[src/rtl/double_pkg.sv]
// Shared definitions for the double-precision tap delay line: data width,
// the +0.0 constant and the delay-line state encoding.
package double_pkg;

    localparam int          DOUBLE_W        = 64;
    localparam logic [63:0] DOUBLE_POS_ZERO = 64'h0000_0000_0000_0000;

    typedef enum logic [1:0] {
        ST_IDLE   = 2'd0,
        ST_SCAN   = 2'd1,
        ST_TAIL   = 2'd2,
        ST_COMMIT = 2'd3
    } dl_state_t;

endpackage

[src/rtl/double_tap_ram.sv]
// Simple dual-port tap storage: one write port, one read port with a
// registered output. Array contents are intentionally left unreset.
module double_tap_ram
    import double_pkg::*;
#(
    parameter int DEPTH = 16,
    parameter int AW    = $clog2(DEPTH)
) (
    input  logic                clk_operation,
    input  logic                rst,
    input  logic                we,
    input  logic [AW-1:0]       waddr,
    input  logic [DOUBLE_W-1:0] wdata,
    input  logic                re,
    input  logic [AW-1:0]       raddr,
    output logic [DOUBLE_W-1:0] rdata
);

    logic [DOUBLE_W-1:0] mem [DEPTH];

    always_ff @(posedge clk_operation) begin
        if (we) begin
            mem[waddr] <= wdata;
        end
    end

    always_ff @(posedge clk_operation or negedge rst) begin
        if (!rst) begin
            rdata <= '0;
        end else if (re) begin
            rdata <= mem[raddr];
        end
    end

endmodule

[src/rtl/double_tap_delay_line.sv]
// Circular history of DEPTH double samples, streamed newest-to-oldest on request.
// Optional build macro DELAY_ZERO_FILL_EN replaces never-written taps with +0.0.
//
// state  | meaning
// IDLE   | samples written directly; scan_start accepted
// SCAN   | one RAM read per cycle at (base - k), k = 0..DEPTH-1
// TAIL   | last tap presented from the RAM read register
// COMMIT | sample held back during the scan is written, then back to IDLE
module double_tap_delay_line
    import double_pkg::*;
#(
    parameter  int DEPTH = 16,
    localparam int AW    = $clog2(DEPTH)
) (
    input  logic                clk_operation,
    input  logic                rst,
    input  logic [DOUBLE_W-1:0] double_in,
    input  logic                ready,
    input  logic                scan_start,
    output logic [DOUBLE_W-1:0] tap_out,
    output logic                tap_valid,
    output logic [AW-1:0]       tap_idx,
    output logic                tap_last,
    output logic                busy,
    output logic                full,
    output logic                overrun
);

    dl_state_t           state, state_nx;
    logic [AW-1:0]       wp, base, k, raddr;
    logic [AW:0]         fill;
    logic [DOUBLE_W-1:0] pend, wdata, rdata;
    logic                pend_vld, we, scan_rd, in_idle, in_commit;

    always_ff @(posedge clk_operation or negedge rst) begin
        if (!rst) begin
            state <= ST_IDLE;
        end else begin
            state <= state_nx;
        end
    end

    always_comb begin
        state_nx = state;
        case (state)
            ST_IDLE:   if (scan_start) state_nx = ST_SCAN;
            ST_SCAN:   if (k == AW'(DEPTH - 1)) state_nx = ST_TAIL;
            ST_TAIL:   state_nx = ST_COMMIT;
            ST_COMMIT: state_nx = ST_IDLE;
            default:   state_nx = ST_IDLE;
        endcase
    end

    // A ready arriving in COMMIT is newer than the pending sample, so it is the one committed.
    always_comb begin
        busy      = (state != ST_IDLE);
        in_idle   = (state == ST_IDLE);
        in_commit = (state == ST_COMMIT);
        scan_rd   = (state == ST_SCAN);
        we        = 1'b0;
        wdata     = double_in;
        if (in_idle) begin
            we = ready;
        end else if (in_commit) begin
            we    = ready | pend_vld;
            wdata = ready ? double_in : pend;
        end
    end

    always_ff @(posedge clk_operation or negedge rst) begin
        if (!rst) begin
            wp   <= '0;
            fill <= '0;
        end else if (we) begin
            wp <= wp + AW'(1);
            if (fill != (AW+1)'(DEPTH)) begin
                fill <= fill + (AW+1)'(1);
            end
        end
    end

    always_ff @(posedge clk_operation or negedge rst) begin
        if (!rst) begin
            base <= '0;
            k    <= '0;
        end else if (in_idle && scan_start) begin
            base <= ready ? wp : wp - AW'(1);
            k    <= '0;
        end else if (scan_rd) begin
            k <= k + AW'(1);
        end
    end

    always_ff @(posedge clk_operation or negedge rst) begin
        if (!rst) begin
            pend     <= '0;
            pend_vld <= 1'b0;
            overrun  <= 1'b0;
        end else begin
            overrun <= busy && ready && pend_vld;
            if (in_commit) begin
                pend_vld <= 1'b0;
            end else if (busy && ready) begin
                pend     <= double_in;
                pend_vld <= 1'b1;
            end
        end
    end

    assign raddr = base - k;

    double_tap_ram #(.DEPTH(DEPTH), .AW(AW)) u_ram (
        .clk_operation (clk_operation),
        .rst           (rst),
        .we            (we),
        .waddr         (wp),
        .wdata         (wdata),
        .re            (scan_rd),
        .raddr         (raddr),
        .rdata         (rdata)
    );

    always_ff @(posedge clk_operation or negedge rst) begin
        if (!rst) begin
            tap_valid <= 1'b0;
            tap_idx   <= '0;
            tap_last  <= 1'b0;
        end else begin
            tap_valid <= scan_rd;
            tap_idx   <= scan_rd ? k : '0;
            tap_last  <= scan_rd && (k == AW'(DEPTH - 1));
        end
    end

`ifdef DELAY_ZERO_FILL_EN
    logic zero_tap;

    always_ff @(posedge clk_operation or negedge rst) begin
        if (!rst) begin
            zero_tap <= 1'b0;
        end else begin
            zero_tap <= scan_rd && ({1'b0, k} >= fill);
        end
    end

    assign tap_out = (tap_valid && !zero_tap) ? rdata : DOUBLE_POS_ZERO;
`else
    assign tap_out = tap_valid ? rdata : DOUBLE_POS_ZERO;
`endif

    assign full = (fill == (AW+1)'(DEPTH));

endmodule
[config.mk]
export PLATFORM = sky130hd
export DESIGN_NAME = double_tap_delay_line
export DESIGN_NICKNAME = d
export VERILOG_FILES = /design/src/rtl/double_pkg.sv /design/src/rtl/double_tap_ram.sv /design/src/rtl/double_tap_delay_line.sv
export SDC_FILE = /design/constraint.sdc
export NUM_CORES = 1
export LEC_CHECK = 0
export ABC_CLOCK_PERIOD_IN_PS = 16810
export CORE_UTILIZATION = 60
export CTS_CLUSTER_SIZE = 14
export DETAILED_ROUTE_END_ITERATION = 7
export PLACE_DENSITY = 0.81
export SLEW_MARGIN = 5
export SYNTH_ARGS = -nofsm -noshare
export SYNTH_HDL_FRONTEND = slang
export SYNTH_HIERARCHICAL = 1
export SYNTH_SLANG_ARGS = --single-unit
[constraint.sdc]
create_clock -name clk_operation -period 16.81 [get_ports clk_operation]
set_input_delay 3.362 -clock clk_operation [delete_from_list [all_inputs] [get_ports clk_operation]]
set_output_delay 3.362 -clock clk_operation [all_outputs]
set_load 0.05 [all_outputs]
# ---- Word-level counts from Yosys, hierarchy flattened
# Memories as Yosys holds them, arrays and structs flattened. A register that Yosys moved wholly into a read port is not among the register bits.
# Cells that the tools add are included.
dict set report op_classes {
  n_addsub 5
  n_eq_ne 8
  muxes 17
  bitwise_logic 2
  reduce_logical 12
}
# cell n
set ops {}
lappend ops {{two-way mux 64 bit} 4}
lappend ops {{two-way mux 4 bit} 4}
lappend ops {{adder 4 x 1 -> 4 bit (second input constant)} 2}
lappend ops {{case mux 2 bit (4 select lines)} 1}
lappend ops {{two-way mux 1 bit} 6}
lappend ops {{AND reduction 2 bit} 3}
lappend ops {{nonzero test 2 bit} 3}
lappend ops {{adder 5 x 1 -> 5 bit (second input constant)} 1}
lappend ops {{== test 5 bit (second input constant)} 1}
lappend ops {{inequality test 5 bit (second input constant)} 1}
lappend ops {{== test 2 bit (second input constant)} 2}
lappend ops {{== test 4 bit (second input constant)} 1}
lappend ops {{logical AND 1 bit} 4}
lappend ops {{two-way mux 2 bit} 2}
lappend ops {{subtractor 4 x 1 -> 4 bit (second input constant)} 1}
lappend ops {{subtractor 4 bit} 1}
lappend ops {{== test 2 x 1 -> 1 bit (second input constant)} 1}
lappend ops {{zero test 2 bit} 1}
lappend ops {{inequality test 2 x 1 -> 1 bit (second input constant)} 1}
lappend ops {{inequality test 2 bit (second input constant)} 1}
lappend ops {{zero test 1 bit} 1}
lappend ops {{NOT 1 bit} 1}
lappend ops {{OR 1 bit} 1}
dict set report totals {
  register_bits 91
  ram_bits 1024
  output_inout_bits 73
  elab_cells 56
  mem_count 1
}
# memory words width rd rd_clocked_by_memory_dff write_ports line
set mem_list {}
lappend mem_list {u_ram.mem 16 64 1 1 1 double_tap_ram.sv:19} ;# logic [DOUBLE_W-1:0] mem [DEPTH];

# ---- Longest topological paths before layout
dict set report depth {
  depth_word 5
  depth_mapped 12
}

# ---- Cells and area by module
# The synthesis kept the hierarchy.
# module instances cells_each area_per_inst_um2
set by_module_without_submodules {}
lappend by_module_without_submodules {double_tap_ram 1 1726 41061.9}
lappend by_module_without_submodules {double_tap_delay_line 1 404 5021.1}

# ---- Worst setup path after synthesis
# No wires, ideal clock.
dict set report synth_timing {
  path_type {input-to-reg}
  startpoint {input port ready}
  endpoint {memory u_ram.mem[0][0], enable pin}
  t_arrival_ns 8.380
  path_slack_ns 7.865
  cell_stages 4
  cell_sequence {o21ai_2 -> inv_1 -> or3b_2 -> nor3_1}
}
dict set report synth_between {
  elab_chain_cells 5
}
# item line
set synth_rtl {}
lappend synth_rtl {{from (decl)} double_tap_delay_line.sv:18} ;# input logic ready,
lappend synth_rtl {{OR 1 bit} double_tap_delay_line.sv:65} ;# we = ready | pend_vld;
lappend synth_rtl {{two-way mux 1 bit} double_tap_delay_line.sv:64} ;# end else if (in_commit) begin
lappend synth_rtl {{two-way mux 1 bit *} double_tap_delay_line.sv:62} ;# if (in_idle) begin
lappend synth_rtl {{via we} double_tap_delay_line.sv:33} ;# logic pend_vld, we, scan_rd, in_idle, in_commit;
lappend synth_rtl {{two-way mux 1 bit *} double_tap_ram.sv:22} ;# if (we) begin
lappend synth_rtl {{two-way mux 1 bit (implied by the code) *} double_tap_ram.sv:23} ;# mem[waddr] <= wdata;
lappend synth_rtl {{to (decl)} double_tap_ram.sv:19}
# Mark *: on every way through the listed nets, which the timed path passes. The rest lies on a longest branch.

# ---- Worst setup path in the final report
dict set report layout_timing {
  startpoint {input port ready}
  endpoint {memory u_ram.mem[2][52], enable pin}
}
# The elaborated chain is that of the path after synthesis.

==> reports/qor.csv <==
stage,metric,value,unit
run_status,outcome,"complete, no violations",
clock_tree,cts_resized,0,
synth,synthAdderAreaFrac,0.003693,
worst_setup_path,worst_setup_path_start_kind,input port,
synth,syn_inst,2130,
grt,grt_pass1_vias,24090,
die,die_y,279.1,um
timing,clock.fmax,0.1510,GHz
die,ios,141,
synth,synth-simple-area-share,0.02025,
die,die_width,279.1,um
die,start_util,0.6068,
drt,drtAntennaViolNets,0,
synth,yosys_register_bits,1179,
timing,tns,0,ns
synth,async_flop_share,0.1315,
clock_tree,cts_tree,done,
worst_setup_path,worstPathMaxFanout,38,
drt,drtIter0Drc,3185,
drt,drc,0,
placed_design,port_buffers,140,
synth,ys.flop_type,edfxtp_1,
timing,maxSlewHeadroom,0.1995,
layout,fill_cells,4312,
synth,synth_edf_count,1024,
synth,synth_area_leaders,"edfxtp_1 (67%), mux4_2 (12%), dfrtp_1 (8.4%), mux2_2 (3.1%), mux2i_1 (1.4%)",
layout,area_growth,12.69,%
clock_tree,clk_pin_slew,0.06,ns
synth,synth-seq-area-share,0.7514,
synth,yosysWarnings,6,
drt,routed-via-count,22940,
synth,synth_fp_nets,2211,
drt,dr.pass1.iters,6,
synth,synth-compound-area-share,0.02756,
synth,synth_area_leader_cell,edfxtp_1,
die,core-area,0.07595,sq mm
synth,synth_xor_area_frac,0.002851,
run,drv_cap,0,
placed_design,place_congestion,0.7202,
clock_tree,clock_sinks,1179,
die,die-area,0.07792,sq mm
timing,hold_viol,0,
worst_setup_path,crit_path_end_kind,flip-flop,
synth,syn_area_per_cell,21.64,sq um
timing,tightest_slew,1.201,ns
clock_tree,cts_setup_buffers,0,
layout,register_area,0.03463,sq mm
drt,wl_per_cell,31.12,um
synth,synth_cell_types,46,
timing,post-route-min-period,6.624,ns
worst_setup_path,crit_type,in2reg,
clock_tree,cts_inserted_buffers,109,
synth,synth_area,0.04608,sq mm
timing,rsz0062_at_grt,no,
grt,antenna_found_initial,1,
timing,setup_viol,0,
synth,synth_top_area_frac,0.6673,
synth,synthTopCellsByCount,"edfxtp_1 (1,024), mux4_2 (254), dfrtp_1 (155), mux2_2 (127), nor2_1 (79)",
grt,grt_util_all_layers,0.2791,
synth,synth.area.mux_share,0.1716,
timing,finalCritPeriodShare,0.3941,
layout,multi_input_area,0.01058,sq mm
clock_tree,cts_buffer_depth,3,
min_path,hp-class,reg2reg,
placed_design,place_hpwl,50440,um
timing,slew_violations,0,
worst_setup_path,required,17.10,ns
clock_tree,htree_levels,3,
layout,drive_gt1_frac,0.2681,
clock_tree,worstSkewPairLatency,0.67,ns
timing,skew,0.02839,ns
synth,synth_most_common_cell,edfxtp_1,
grt,grt.overflow.total,0,
grt,grt_max_degree,131,
worst_setup_path,cp.arrival,6.91,ns
clock_tree,cts.hold.buffers_added,0,
drt,wirelength,106700,um
die,row_count,101,
layout,antenna_cells,0,
layout,final_nets,2384,
clock_tree,root_buffer,clkbuf_16,
synth,synth_top_family_by_area,multiplexers,
drt,via_per_inst,6.692,
grt,grt_pass1_wl,156800,um
## flip-flops by register name, indices dropped and copies added, names as in the netlist
signal	flops
u_ram/mem	1024
pend	64
u_ram/rdata	64
fill	5
base	4
k	4
tap_idx	4
wp	4
state	2
overrun	1
pend_vld	1
tap_last	1
tap_valid	1
## path summary, 6_finish.rpt
kind	from	end	slack, ns	cells past startpoint
max	ready	u_ram/mem[2][52]$_DFFE_PP_	10.19	6
min	fill[4]$_DFFE_PN0P_	fill[4]$_DFFE_PN0P_	0.48	1
max reg2reg	k[0]$_DFFE_PN0P_	u_ram/rdata[15]$_DFFE_PN0P_	11.66	8
min reg2reg	fill[4]$_DFFE_PN0P_	fill[4]$_DFFE_PN0P_	0.48	1
max in group asynchronous	rst	u_ram/rdata[51]$_DFFE_PN0P_	12.44	2
min in group asynchronous	rst	pend[0]$_DFFE_PN0P_	2.77	1
## critical path, stage by stage
cell and delay [ns]:
clkdlybuf4s50_1 0.88, o21ai_2 0.18, inv_1 0.16, or3b_2 0.59
nor2_4 0.91, buf_4 0.77
## placed cells by master (no fill, tap or decap), drive strengths merged, types with 2 or more instances in the layout
master,instances
nand2b,3
clkdlybuf4s50,139
o22ai,64
o211ai,4
xor2,3
nor3,5
o21ai,5
buf,46
nor2,79
clkinv,44
and3,4
mux4,256
clkinvlp,2
nand2,8
bufinv,10
inv,17
nand3,2
o2111ai,2
clkbuf,149
a21oi,5
mux2i,65
and2,71
nand3b,2
mux2,132
dfrtp,155
a221oi,64
or2,2
a21o,2
edfxtp,1024
nor2b,2
a2bb2oi,2
xnor2,12
ha,12
## routing by layer
layer	vias to the layer above	track usage	wire length [um]
li1	9152	-	-
met1	12030	0.3826	38880
met2	1565	0.4635	54670
met3	197	0.04862	10570
met4	0	0.08664	2582
met5	-	0	0
## layout make-up
type                    instances  share of cell area
multi-input cells             812              0.2038
clock buffers                 148             0.05850
inverters                      15            0.001084
clock inverters                58             0.01079
flip-flops and latches       1179              0.6669
well taps                    1030             0.02482
repair buffers                186             0.03419
## per-stage QoR
| step | area [sq um] | instances | hold WS, ns | utilization | setup WS, ns |
|---|---|---|---|---|---|
| global route | 51930 | 3428 | 0.5037 | 0.6837 | 10.11 |
| global placement | 48330 | 3222 | 0.4656 | 0.6364 | 9.684 |
| floorplan | 46080 | 2130 | 0.4382 | - | 7.865 |
| CTS | 51930 | 3428 | 0.4722 | 0.6837 | 10.26 |
| finish | 51930 | 3428 | 0.4801 | 0.6837 | 10.19 |
| detailed placement | 48330 | 3222 | 0.4598 | 0.6364 | 9.598 |
## cell families after synthesis
group | count (synthesis)
compound gates | 149
xor+xnor | 15
fa+ha+maj | 13
buf+inv | 139
flops | 1179
mux | 453
simple gates | 182
Power is left out: the tool's default activity adds up to more than one toggle a clock period on the data nets, which glitch-free logic cannot reach.
